**src/rtl/shift_cmd_queue_pkg.sv**
```systemverilog
// Shared definitions for the shift command queue.
// Holds the shifter mode encodings, the command entry width and the packed
// command layout {data[12:5], shift[4:2], mode[1:0]}.
package shift_cmd_queue_pkg;

  typedef enum logic [1:0] {
    MODE_SLL = 2'b00,
    MODE_SRL = 2'b01,
    MODE_SRA = 2'b10,
    MODE_ILL = 2'b11
  } mode_e;

  localparam int unsigned CMD_W = 13;

  typedef struct packed {
    logic [7:0] data;
    logic [2:0] shift;
    logic [1:0] mode;
  } cmd_t;

endpackage

```
**src/rtl/shift_cmd_queue_sync_fifo.sv**
```systemverilog
// sync_fifo: DEPTH x W synchronous FIFO with occupancy counter.
// Ports:
//   clk, rst          clock, asynchronous active-high reset
//   i_push, i_wdata   write request and data (ignored while full)
//   i_pop             read request (ignored while empty)
//   o_rdata           head entry, combinational
//   o_full, o_empty   derived from the occupancy count
//   o_level           occupancy, 0..DEPTH
// Storage is not reset; only pointers and level are.
module sync_fifo #(
  parameter int unsigned DEPTH = 4,
  parameter int unsigned AW    = 2,
  parameter int unsigned W     = 13
) (
  input  logic          clk,
  input  logic          rst,
  input  logic          i_push,
  input  logic [W-1:0]  i_wdata,
  input  logic          i_pop,
  output logic [W-1:0]  o_rdata,
  output logic          o_full,
  output logic          o_empty,
  output logic [AW:0]   o_level
);

  logic [W-1:0]  r_mem [DEPTH];
  logic [AW-1:0] r_wr_ptr;
  logic [AW-1:0] r_rd_ptr;
  logic [AW:0]   r_level;
  logic          w_do_push;
  logic          w_do_pop;

  assign o_full    = (r_level == (AW+1)'(DEPTH));
  assign o_empty   = (r_level == '0);
  assign o_level   = r_level;
  assign o_rdata   = r_mem[r_rd_ptr];
  assign w_do_push = i_push && !o_full;
  assign w_do_pop  = i_pop && !o_empty;

  always_ff @(posedge clk) begin
    if (w_do_push) r_mem[r_wr_ptr] <= i_wdata;
  end

  // Pointers are AW bits wide, so DEPTH = 2**AW wraps naturally.
  always_ff @(posedge clk or posedge rst) begin
    if (rst) begin
      r_wr_ptr <= '0;
      r_rd_ptr <= '0;
      r_level  <= '0;
    end else begin
      if (w_do_push) r_wr_ptr <= r_wr_ptr + AW'(1);
      if (w_do_pop)  r_rd_ptr <= r_rd_ptr + AW'(1);
      case ({w_do_push, w_do_pop})
        2'b10:   r_level <= r_level + (AW+1)'(1);
        2'b01:   r_level <= r_level - (AW+1)'(1);
        default: r_level <= r_level;
      endcase
    end
  end

endmodule

```
**src/rtl/shift_cmd_queue.sv**
```systemverilog
// shift_cmd_queue: buffers shift requests and drives an external 8-bit
// combinational shifter from the FIFO head, registering its result into a
// valid/ready output stage.
// Ports:
//   clk, rst                      clock, asynchronous active-high reset
//   in_valid/in_ready             request handshake (in_ready = !full)
//   in_data/in_shift/in_mode      request operand, amount, mode
//   sh_data/sh_shift/sh_mode      FIFO head to the shifter
//   sh_result                     shifter output (same cycle)
//   out_valid/out_ready           result handshake
//   out_data/out_err              registered result, illegal-mode flag
//   level                         FIFO occupancy
module shift_cmd_queue
  import shift_cmd_queue_pkg::*;
#(
  parameter int unsigned DEPTH = 4,
  parameter int unsigned AW    = 2
) (
  input  logic          clk,
  input  logic          rst,
  input  logic          in_valid,
  output logic          in_ready,
  input  logic [7:0]    in_data,
  input  logic [2:0]    in_shift,
  input  logic [1:0]    in_mode,
  output logic [7:0]    sh_data,
  output logic [2:0]    sh_shift,
  output logic [1:0]    sh_mode,
  input  logic [7:0]    sh_result,
  output logic          out_valid,
  input  logic          out_ready,
  output logic [7:0]    out_data,
  output logic          out_err,
  output logic [AW:0]   level
);

  cmd_t       w_wr_cmd;
  cmd_t       w_head;
  logic       w_full;
  logic       w_empty;
  logic       w_push;
  logic       w_pop;
  logic       w_head_ill;
  logic       r_out_valid;
  logic [7:0] r_out_data;
  logic       r_out_err;

  assign w_wr_cmd   = '{data: in_data, shift: in_shift, mode: in_mode};
  assign w_push     = in_valid && !w_full;
  assign w_pop      = !w_empty && (!r_out_valid || out_ready);
  assign w_head_ill = (w_head.mode == MODE_ILL);

  sync_fifo #(
    .DEPTH (DEPTH),
    .AW    (AW),
    .W     (CMD_W)
  ) u_fifo (
    .clk     (clk),
    .rst     (rst),
    .i_push  (w_push),
    .i_wdata (w_wr_cmd),
    .i_pop   (w_pop),
    .o_rdata (w_head),
    .o_full  (w_full),
    .o_empty (w_empty),
    .o_level (level)
  );

  // Head is masked to zero while empty so the unreset storage never leaks
  // onto the shifter inputs after reset.
  always_comb begin
    sh_data  = '0;
    sh_shift = '0;
    sh_mode  = '0;
    if (!w_empty) begin
      sh_data  = w_head.data;
      sh_shift = w_head.shift;
      sh_mode  = w_head.mode;
    end
  end

  always_ff @(posedge clk or posedge rst) begin
    if (rst) begin
      r_out_valid <= 1'b0;
      r_out_data  <= '0;
      r_out_err   <= 1'b0;
    end else if (w_pop) begin
      r_out_valid <= 1'b1;
      r_out_data  <= w_head_ill ? '0 : sh_result;
      r_out_err   <= w_head_ill;
    end else if (out_ready) begin
      r_out_valid <= 1'b0;
    end
  end

  assign in_ready  = !w_full;
  assign out_valid = r_out_valid;
  assign out_data  = r_out_data;
  assign out_err   = r_out_err;

endmodule

```
**config.mk**
```make
export PLATFORM = sky130hd
export DESIGN_NAME = shift_cmd_queue
export DESIGN_NICKNAME = d
export VERILOG_FILES = /design/src/rtl/shift_cmd_queue_pkg.sv /design/src/rtl/shift_cmd_queue_sync_fifo.sv /design/src/rtl/shift_cmd_queue.sv
export SDC_FILE = /design/constraint.sdc
export NUM_CORES = 1
export LEC_CHECK = 0
export BUFFER_PORTS_ARGS = -buffer_cell sky130_fd_sc_hd__buf_2
export CAP_MARGIN = 40
export CORE_AREA = 2 2 97 99
export CTS_CLUSTER_DIAMETER = 80
export DETAILED_ROUTE_END_ITERATION = 10
export DIE_AREA = 0 0 99 101
export GPL_TIMING_DRIVEN = 0
export SLEW_MARGIN = 5
export SYNTH_ARGS = -nofsm -noshare
export SYNTH_HDL_FRONTEND = slang
export SYNTH_SLANG_ARGS = --single-unit
```
**constraint.sdc**
```tcl
create_clock -name clk -period 2.7 [get_ports clk]
set_clock_uncertainty 0.05 [all_clocks]
set_input_delay 0.675 -clock clk [delete_from_list [all_inputs] [get_ports clk]]
set_output_delay 0.675 -clock clk [all_outputs]
set_load 0.02 [all_outputs]
```
==> metrics.log, run 1 <==
[metrics] result of the run: finished clean
[metrics] placed cell area: 3200 µm²
[metrics] Crit. path cell count: 4
[metrics] Routed met1 length: 2100 µm
[metrics] total via count after detailed routing: 1476
[metrics] CP Capture Point: sh_data[7]
[metrics] Die Footprint: 10000 µm²
[metrics] Bufs and invs on worst path: 2
[metrics] number of failing setup endpoints in the final timing report: 0
[metrics] peak supply drop: 0.371 mV
[metrics] class of the worst hold path: input port to async pin
[metrics] number of top-level design ports: 52
[metrics] clk sinks: 69
[metrics] maximum root-to-sink buffer count: 2
[metrics] Synth-to-Final Area Change: 21.3%
[metrics] #FFs+latches synth: 69
[metrics] Via density: 4.42
[metrics] number of design-rule violations left by the first detailed-router iteration: 85
[metrics] top layer in use: met4
[metrics] clock root buffer: sky130_fd_sc_hd__clkbuf_8
[metrics] initial antenna violation count: 1
[metrics] syn_area_per_cell: 18.0 µm²
[metrics] RSZ-0062 raised after global routing: no
[metrics] required time of the critical path: 1.98 ns
[metrics] Syn. warnings: 0
[metrics] DRT Pass-1 Iters: 4
[metrics] count of final max-slew check failures: 0
[metrics] hold violation count in the final report: 0
[metrics] library cell with the largest summed area after synthesis: sky130_fd_sc_hd__edfxtp_1
[metrics] Avg WL per Cell: 14.8 µm
[metrics] routability cong.: 0.718
[metrics] finished layout cell area: 3400 µm²
[metrics] headroom to the max-slew limit: 54.0%
[metrics] share of the synthesized area in the top cell type: 55.6%
[metrics] arrival time of the worst setup path: 1.84 ns
[metrics] DIE HEIGHT: 101 µm
[metrics] total wire length: 4950 µm
[metrics] gate family responsible for the most delay along the worst path: multiplexers
[metrics] number of buffers created by CTS: 9
[metrics] Cell Count Post-Placement: 318
[metrics] clock slew at the register clock pins of the worst setup and hold paths: 0.07 ns
[metrics] worst-path cell with the longest stage delay: sky130_fd_sc_hd__mux4_1
[metrics] met3 wirelength from detailed routing: 307 µm
[metrics] worst-case register-to-register setup slack: 0.32 ns
[metrics] Design Power: 3960 µW
[metrics] Overflow after GRT: 0
[metrics] CP Capture Type: output pin
[metrics] instance count of the mapped netlist: 156
[metrics] max-cap check violation count: 0
[metrics] share of the clock period used by the worst path: 95.0%
[metrics] top cells by area, synth: sky130_fd_sc_hd__edfxtp_1, sky130_fd_sc_hd__dfrtp_1, sky130_fd_sc_hd__mux4_2
[metrics] Detailed Place HPWL: 3320 µm
[metrics] type of the setup path with the least slack: flop to output pin
[metrics] origin of the critical flop-to-flop path: u_fifo.o_level[0]$_DFFE_PP0P_
[metrics] synthesized netlist net count: 187
[metrics] input/output buffers: 51
[metrics] DIE WIDTH: 99 µm
[metrics] Placement Rows: 35
[metrics] layout cell share with drive strength beyond 1: 39.2%
[metrics] H-tree lvl count: 3
[metrics] Reg2Reg Depth: 9
[metrics] wire length on met2: 2480 µm
[metrics] RR Endpoint: u_fifo.o_level[2]$_DFFE_PP0P_
[metrics] number of hold-repair buffers added at the cts stage: 0
[metrics] NumNets Final: 248
[metrics] first element of the critical path: u_fifo.r_rd_ptr[0]$_DFFE_PP0P_
[metrics] maximum number of pins on one net before global-route repair: 18
[metrics] count of placed standard cells in the final layout, fillers left out: 334
[metrics] via count of the first global-routing pass: 1513
[metrics] Routed Antenna Nets: 0
[metrics] Core Footprint: 8980 µm²
[metrics] highest attainable clock frequency: 390 MHz
[metrics] largest stage delay on the critical path: 0.60 ns
[metrics] leakage: 0.00134 µW
[metrics] share of synthesized area occupied by flip-flops and latches: 70.8%
[metrics] min Tclk post-route: 2.57 ns
[metrics] slew at the pin with the worst max-slew slack: 0.690 ns
[metrics] sequence of cells on the critical path: buf_6 > mux4_1 > and2_1 > buf_2
[metrics] Initial Util: 31.3%
[metrics] critical path startpoint category: flop
[metrics] Synth Cell Area: 2810 µm²
[metrics] global-route wire length before repair: 7660 µm
[metrics] CTS tree: done
[metrics] count of different cell masters after synthesis: 25
[metrics] drt drc: 0
[metrics] Clk Latency, worst-skew pair: 0.33 ns
[metrics] highest fanout seen on the critical path: 15
[metrics] setup TNS: 0 ns
[metrics] PD cells: 1160 nW/µm²
[metrics] total track usage: 10.4%
==> cells in the final DEF (no fill, tap or decap), types with 4 or more instances in the layout <==
cell type                   netlist  routed
sky130_fd_sc_hd__mux4_2          11      11
sky130_fd_sc_hd__inv_1            8       8
sky130_fd_sc_hd__ha_1             5       5
sky130_fd_sc_hd__and2_1          14      14
sky130_fd_sc_hd__clkbuf_8         0       9
sky130_fd_sc_hd__buf_2            2      54
sky130_fd_sc_hd__and3_1           4       4
sky130_fd_sc_hd__o2bb2ai_1        8       8
sky130_fd_sc_hd__xnor2_1          4       4
sky130_fd_sc_hd__dfrtp_1         17      17
sky130_fd_sc_hd__edfxtp_1        52      52
sky130_fd_sc_hd__nand3_1          9       9
==> worst reg2reg max path, stage by stage, from the launching register on <==
cell,delay (ns)
sky130_fd_sc_hd__dfrtp_1,0.43
sky130_fd_sc_hd__or3b_1,0.49
sky130_fd_sc_hd__and2_1,0.24
sky130_fd_sc_hd__inv_1,0.07
sky130_fd_sc_hd__ha_1,0.18
sky130_fd_sc_hd__inv_1,0.06
sky130_fd_sc_hd__fa_1,0.37
sky130_fd_sc_hd__xor2_1,0.15
sky130_fd_sc_hd__nor2_1,0.12
sky130_fd_sc_hd__xor2_1,0.15
==> sequential cells by signal (all words and copies together), names as in the netlist <==
name,cells
u_fifo.r_rd_ptr,2
out_data,8
u_fifo.r_mem,52
out_valid,1
u_fifo.r_wr_ptr,2
u_fifo.o_level,3
out_err,1
==> worst min path at each step <==
stage                                   start                        endpoint
6_report                                  rst         out_data[2]$_DFFE_PP0P_
5_1_grt                                   rst         out_data[2]$_DFFE_PP0P_
4_1_cts                                   rst         out_data[2]$_DFFE_PP0P_
3_5_place_dp          out_data[2]$_DFFE_PP0P_         out_data[2]$_DFFE_PP0P_
3_3_place_gp          out_data[5]$_DFFE_PP0P_         out_data[5]$_DFFE_PP0P_
2_1_floorplan  u_fifo.r_wr_ptr[1]$_DFFE_PP0P_  u_fifo.r_wr_ptr[1]$_DFFE_PP0P_
==> area by class of cell <==
cell class	count	area (µm²)
clock inverter	7	75.1
inverter	8	30.0
multi-input combinational	70	739
timing repair buffer	51	255
clock buffer	9	124
antenna	1	2.50
fill	835	5570
sequential	69	1990
buffer	8	52.6
tap	111	139
==> metrics by stage <==
step	util, %	hold slack (ns)	worst slack [ns]
3_5_place_dp	35.7	0.423	0.206
4_1_cts	37.9	0.388	0.0289
2_1_floorplan	-	0.484	0.305
3_3_place_gp	35.7	0.420	0.227
5_1_grt	37.9	0.422	0.00473
6_report	37.9	0.363	0.135
==> repair_timing <==
| action | 4_1_cts | 5_1_grt |
|---|---|---|
| setup buffers | 0 | 0 |
| endpoints found under the setup margin | 11 | 13 |
| resized for setup | 3 | 4 |
==> layer usage <==
metal  global-route usage, %  up-vias
met2                    17.2       26
met5                       0        -
met1                    11.9      729
met3                    4.72        6
li1                        -      715
met4                    4.11        0
==> cell usage after synthesis <==
cell type                   count
sky130_fd_sc_hd__buf_2          2
sky130_fd_sc_hd__o2bb2ai_1      8
sky130_fd_sc_hd__mux4_2        11
sky130_fd_sc_hd__clkbuf_1       3
sky130_fd_sc_hd__xor2_1         2
sky130_fd_sc_hd__and2_4         1
sky130_fd_sc_hd__fa_1           1
sky130_fd_sc_hd__mux2i_1        1
sky130_fd_sc_hd__mux2_2         2
sky130_fd_sc_hd__nand2b_1       2
sky130_fd_sc_hd__or3_1          1
sky130_fd_sc_hd__nand3_1        9
sky130_fd_sc_hd__edfxtp_1      52
sky130_fd_sc_hd__nand2_1        1
sky130_fd_sc_hd__or3b_1         1
sky130_fd_sc_hd__buf_1          2
sky130_fd_sc_hd__nor2_1         1
sky130_fd_sc_hd__and3_1         4
sky130_fd_sc_hd__ha_1           5
sky130_fd_sc_hd__and2_1        14
sky130_fd_sc_hd__buf_6          2
sky130_fd_sc_hd__xnor2_1        4
sky130_fd_sc_hd__dfrtp_1       17
sky130_fd_sc_hd__mux4_1         2
sky130_fd_sc_hd__inv_1          8
==> cells by family after synthesis <==
| logic type | after synthesis | share of synthesized area [%] |
|---|---|---|
| compound gates | 8 | 2.50 |
| buf+inv | 17 | 2.90 |
| simple gates | 34 | 7.17 |
| fa+ha+maj | 6 | 2.94 |
| mux | 16 | 11.9 |
| xor+xnor | 6 | 1.87 |
| flops | 69 | 70.8 |
==> report_power, final <==
| part | internal, µW | switching [µW] |
|---|---|---|
| registers | 1440 | 110 |
| logic | 682 | 904 |
| clock network | 431 | 393 |
| total | 2550 | 1410 |
No activity file was read; power rests on OpenSTA's default activity.
==> run 2: changes to the inputs <==
--- a/config.mk
+++ b/config.mk
@@ -5,12 +5,13 @@
 export SDC_FILE = /design/constraint.sdc
 export NUM_CORES = 1
 export LEC_CHECK = 0
+export ABC_AREA = 1
 export BUFFER_PORTS_ARGS = -buffer_cell sky130_fd_sc_hd__buf_2
 export CAP_MARGIN = 40
-export CORE_AREA = 2 2 97 99
+export CORE_AREA = 2 2 99 101
 export CTS_CLUSTER_DIAMETER = 80
 export DETAILED_ROUTE_END_ITERATION = 10
-export DIE_AREA = 0 0 99 101
+export DIE_AREA = 0 0 101 103
 export GPL_TIMING_DRIVEN = 0
 export SLEW_MARGIN = 5
 export SYNTH_ARGS = -nofsm -noshare
==> run 2 against run 1 <==
Non-clock buffer count is 4 higher. Register-to-register slack better by 0.29 ns. Combinational power rose by 21%. Sequential cell count did not move. Area after synthesis rose by 5.0%. Via count grew 36%. Worst hold slack improved by 0.0048 ns. First-iteration DRC count increased by 7.1%. Wire length grew 27%.
==> metrics.log, run 2 <==
[metrics] Via density: 4.42
[metrics] Routed Antenna Nets: 0
[metrics] top cells by area, synth: sky130_fd_sc_hd__edfxtp_1, sky130_fd_sc_hd__dfrtp_1, sky130_fd_sc_hd__nor2_1
[metrics] total track usage: 13.1%
[metrics] async set-reset flop share out of synthesis: 24.6%
[metrics] sw frac: 41.9%
[metrics] Synth Cell Area: 2950 µm²
[metrics] switching pwr: 1790 µW
[metrics] Sequential Power Share: 36.1%
[metrics] slew at the pin with the worst max-slew slack: 0.839 ns
[metrics] number of buffers created by CTS: 9
[metrics] layout cell share with drive strength beyond 1: 25.6%
[metrics] via count of the first global-routing pass: 1989
[metrics] class of the worst hold path: input port to async pin
[metrics] Primary FF master, synth: sky130_fd_sc_hd__edfxtp_1
[metrics] share of synthesized area occupied by flip-flops and latches: 67.4%
[metrics] Overflow after GRT: 0
[metrics] Crit. path cell count: 6
[metrics] routability cong.: 0.738
[metrics] Synth-to-Final Area Change: 20.8%
[metrics] maximum number of pins on one net before global-route repair: 18
[metrics] initial antenna violation count: 0
[metrics] clock root buffer: sky130_fd_sc_hd__clkbuf_8
[metrics] number of design-rule violations left by the first detailed-router iteration: 91
[metrics] Core Footprint: 9460 µm²
[metrics] worst-case register-to-register setup slack: 0.61 ns
[metrics] GR peak layer: met2
[metrics] internal power: 2490 µW
[metrics] Placement Rows: 36
[metrics] clock network fraction of total power: 19.0%
[metrics] Die Footprint: 10400 µm²
[metrics] input/output buffers: 51
[metrics] PD cells: 1200 nW/µm²
[metrics] highest fanout seen on the critical path: 10
[metrics] clock slew at the register clock pins of the worst setup and hold paths: 0.08 ns
[metrics] Fin Hold WS: 0.368 ns
[metrics] gate family responsible for the most delay along the worst path: buffers and inverters
[metrics] Bufs and invs on worst path: 4
[metrics] Global Route met2 Usage: 20.9%
[metrics] most used cells in the layout excluding fill and tap cells: sky130_fd_sc_hd__nor2_1, sky130_fd_sc_hd__buf_2, sky130_fd_sc_hd__edfxtp_1
[metrics] sequence of cells on the critical path: inv_1 > nand3_1 > inv_1 > buf_2 > a21oi_1 > buf_2
[metrics] drt drc: 0
[metrics] total wire length: 6280 µm
[metrics] headroom to the max-slew limit: 44.0%
[metrics] DIE WIDTH: 101 µm
[metrics] peak supply drop: 0.453 mV
[metrics] required time of the critical path: 1.98 ns
[metrics] number of filler cells placed in the layout: 958
[metrics] type of the setup path with the least slack: flop to output pin
[metrics] total via count after detailed routing: 2007
[metrics] Initial Util: 31.2%
[metrics] number of failing setup endpoints in the final timing report: 0
[metrics] global routing met3 resource utilization: 4.14%
[metrics] CP Capture Type: output pin
[metrics] CTS resizes: 0
[metrics] Syn. warnings: 0
[metrics] instance count of the mapped netlist: 272
[metrics] Reg2Reg Depth: 11
[metrics] critical path startpoint category: flop
[metrics] leakage: 0.00157 µW
[metrics] H-tree lvl count: 3
[metrics] most common cell after layout, fill and taps aside: sky130_fd_sc_hd__nor2_1
[metrics] #FFs+latches synth: 69
[metrics] RSZ-0062 raised after global routing: no
[metrics] Clk Latency, worst-skew pair: 0.34 ns
[metrics] count of different cell masters after synthesis: 21
[metrics] register area: 1990 µm²
[metrics] number of hold-repair buffers added at the cts stage: 0
[metrics] number of flip-flops in the largest register: 52
[metrics] count of placed standard cells in the final layout, fillers left out: 454
[metrics] largest stage delay on the critical path: 0.41 ns
[metrics] arrival time of the worst setup path: 1.74 ns
[metrics] hold violation count in the final report: 0
[metrics] number of enable-type register cells in the synthesized netlist: 52
[metrics] multi-input logic area: 757 µm²
[metrics] count of final max-slew check failures: 0
[metrics] Cell Count Post-Placement: 439
[metrics] syn_area_per_cell: 10.8 µm²
[metrics] global-route wire length before repair: 10100 µm
[metrics] max-cap check violation count: 0
[metrics] largest register by flop count: u_fifo.r_mem
[metrics] Detailed Place HPWL: 4140 µm
[metrics] DRT Pass-1 Iters: 4
[metrics] combinational power share: 44.9%
[metrics] DIE HEIGHT: 103 µm
[metrics] number of setup buffers added after CTS: 0
[metrics] antenna cell count: 0
[metrics] Avg WL per Cell: 13.8 µm
[metrics] clk sinks: 69
[metrics] library cell with the largest summed area after synthesis: sky130_fd_sc_hd__edfxtp_1
[metrics] highest attainable clock frequency: 406 MHz
[metrics] worst-path cell with the longest stage delay: sky130_fd_sc_hd__dfrtp_1
[metrics] most common library cells after synthesis: sky130_fd_sc_hd__nor2_1, sky130_fd_sc_hd__edfxtp_1, sky130_fd_sc_hd__nand2_1, sky130_fd_sc_hd__inv_1, sky130_fd_sc_hd__dfrtp_1
[metrics] end-of-flow core utilization: 37.7%
[metrics] number of top-level design ports: 52
[metrics] dominant cell by count in the synthesized netlist: sky130_fd_sc_hd__nor2_1
[metrics] NumNets Final: 367
[metrics] met1 usage: 17.0%
[metrics] share of the synthesized area in the top cell type: 52.9%
[metrics] maximum root-to-sink buffer count: 2
[metrics] synthesized netlist net count: 303
[metrics] result of the run: finished clean
[metrics] setup TNS: 0 ns
[metrics] min Tclk post-route: 2.46 ns
[metrics] share of the clock period used by the worst path: 91.3%
[metrics] CTS tree: done
[run 2: cell count changes in the layout (fill, tap and decap cells not counted), sizes merged, moves of 3 or more]
| cell | change |
|---|---|
| mux4 | -13 |
| o2bb2ai | -8 |
| a21oi | +15 |
| xnor2 | -3 |
| o21ai | +25 |
| nand2 | +42 |
| nor2 | +60 |
| buf | +5 |
| and2 | -15 |
| inv | +25 |
| and3 | -4 |
[run 2: cells by family after synthesis]
family / count (synthesis) / share of synthesized area, %
XOR/XNOR: 3 / 0.891
buffers and inverters: 43 / 7.13
flip-flops: 69 / 67.4
AO/OA/AOI/OAI: 40 / 6.79
adder cells (fa/ha/maj): 6 / 2.80
AND/OR/NAND/NOR: 111 / 15.0
[run 2: worst reg2reg max path, cell delays in order (launching register included)]
cell and delay (ns):
sky130_fd_sc_hd__dfrtp_1 0.39, sky130_fd_sc_hd__inv_1 0.09, sky130_fd_sc_hd__nand3_1 0.12, sky130_fd_sc_hd__nand2_1 0.10, sky130_fd_sc_hd__buf_6 0.15, sky130_fd_sc_hd__inv_2 0.08
sky130_fd_sc_hd__ha_1 0.14, sky130_fd_sc_hd__inv_1 0.06, sky130_fd_sc_hd__fa_1 0.37, sky130_fd_sc_hd__a21oi_1 0.15, sky130_fd_sc_hd__o21ai_0 0.12, sky130_fd_sc_hd__xor2_1 0.16
[run 2: final timing paths]
kind,from,to
setup / recovery,u_fifo.o_level[1]$_DFFE_PP0P_,sh_data[2]
hold / removal,rst,u_fifo.o_level[1]$_DFFE_PP0P_
setup reg to reg,u_fifo.o_level[1]$_DFFE_PP0P_,u_fifo.o_level[2]$_DFFE_PP0P_
hold reg to reg,out_data[7]$_DFFE_PP0P_,out_data[7]$_DFFE_PP0P_
max in group asynchronous,rst,out_data[5]$_DFFE_PP0P_
min in group clk,out_data[7]$_DFFE_PP0P_,out_data[7]$_DFFE_PP0P_
[run 2: area by class of cell]
class	count	share of cell area [%]
Multi-Input combinational cell	160	21.3
Inverter	33	3.55
Clock buffer	9	3.48
Timing Repair Buffer	53	7.80
Tap cell	114	4.00
Buffer	10	2.35
Sequential cell	69	55.8
Clock inverter	6	1.79
[run 2: through the flow]
stage	setup slack [ns]	power, µW	area [µm²]
floorplan	0.548	2870	2950
global placement	0.272	3460	3350
detailed placement	0.368	3520	3370
CTS	0.151	4340	3560
global route	0.0630	4630	3560
finish	0.236	4280	3560
[run 2: power groups by stage]
stage / sequential, µW / combinational (µW) / clock (µW)
CTS: 1550 / 1950 / 842
global placement: 1570 / 1890 / 0
finish: 1550 / 1920 / 814
detailed placement: 1570 / 1950 / 0
global route: 1570 / 2170 / 886
floorplan: 1660 / 1220 / 0
[run 2: routing by layer]
| metal | routed length (µm) | share of wire [%] |
|---|---|---|
| met1 | 3020 | 48 |
| met2 | 2810 | 45 |
| met3 | 355 | 5.7 |
| met4 | 90 | 1.4 |
| met5 | 0 | 0 |
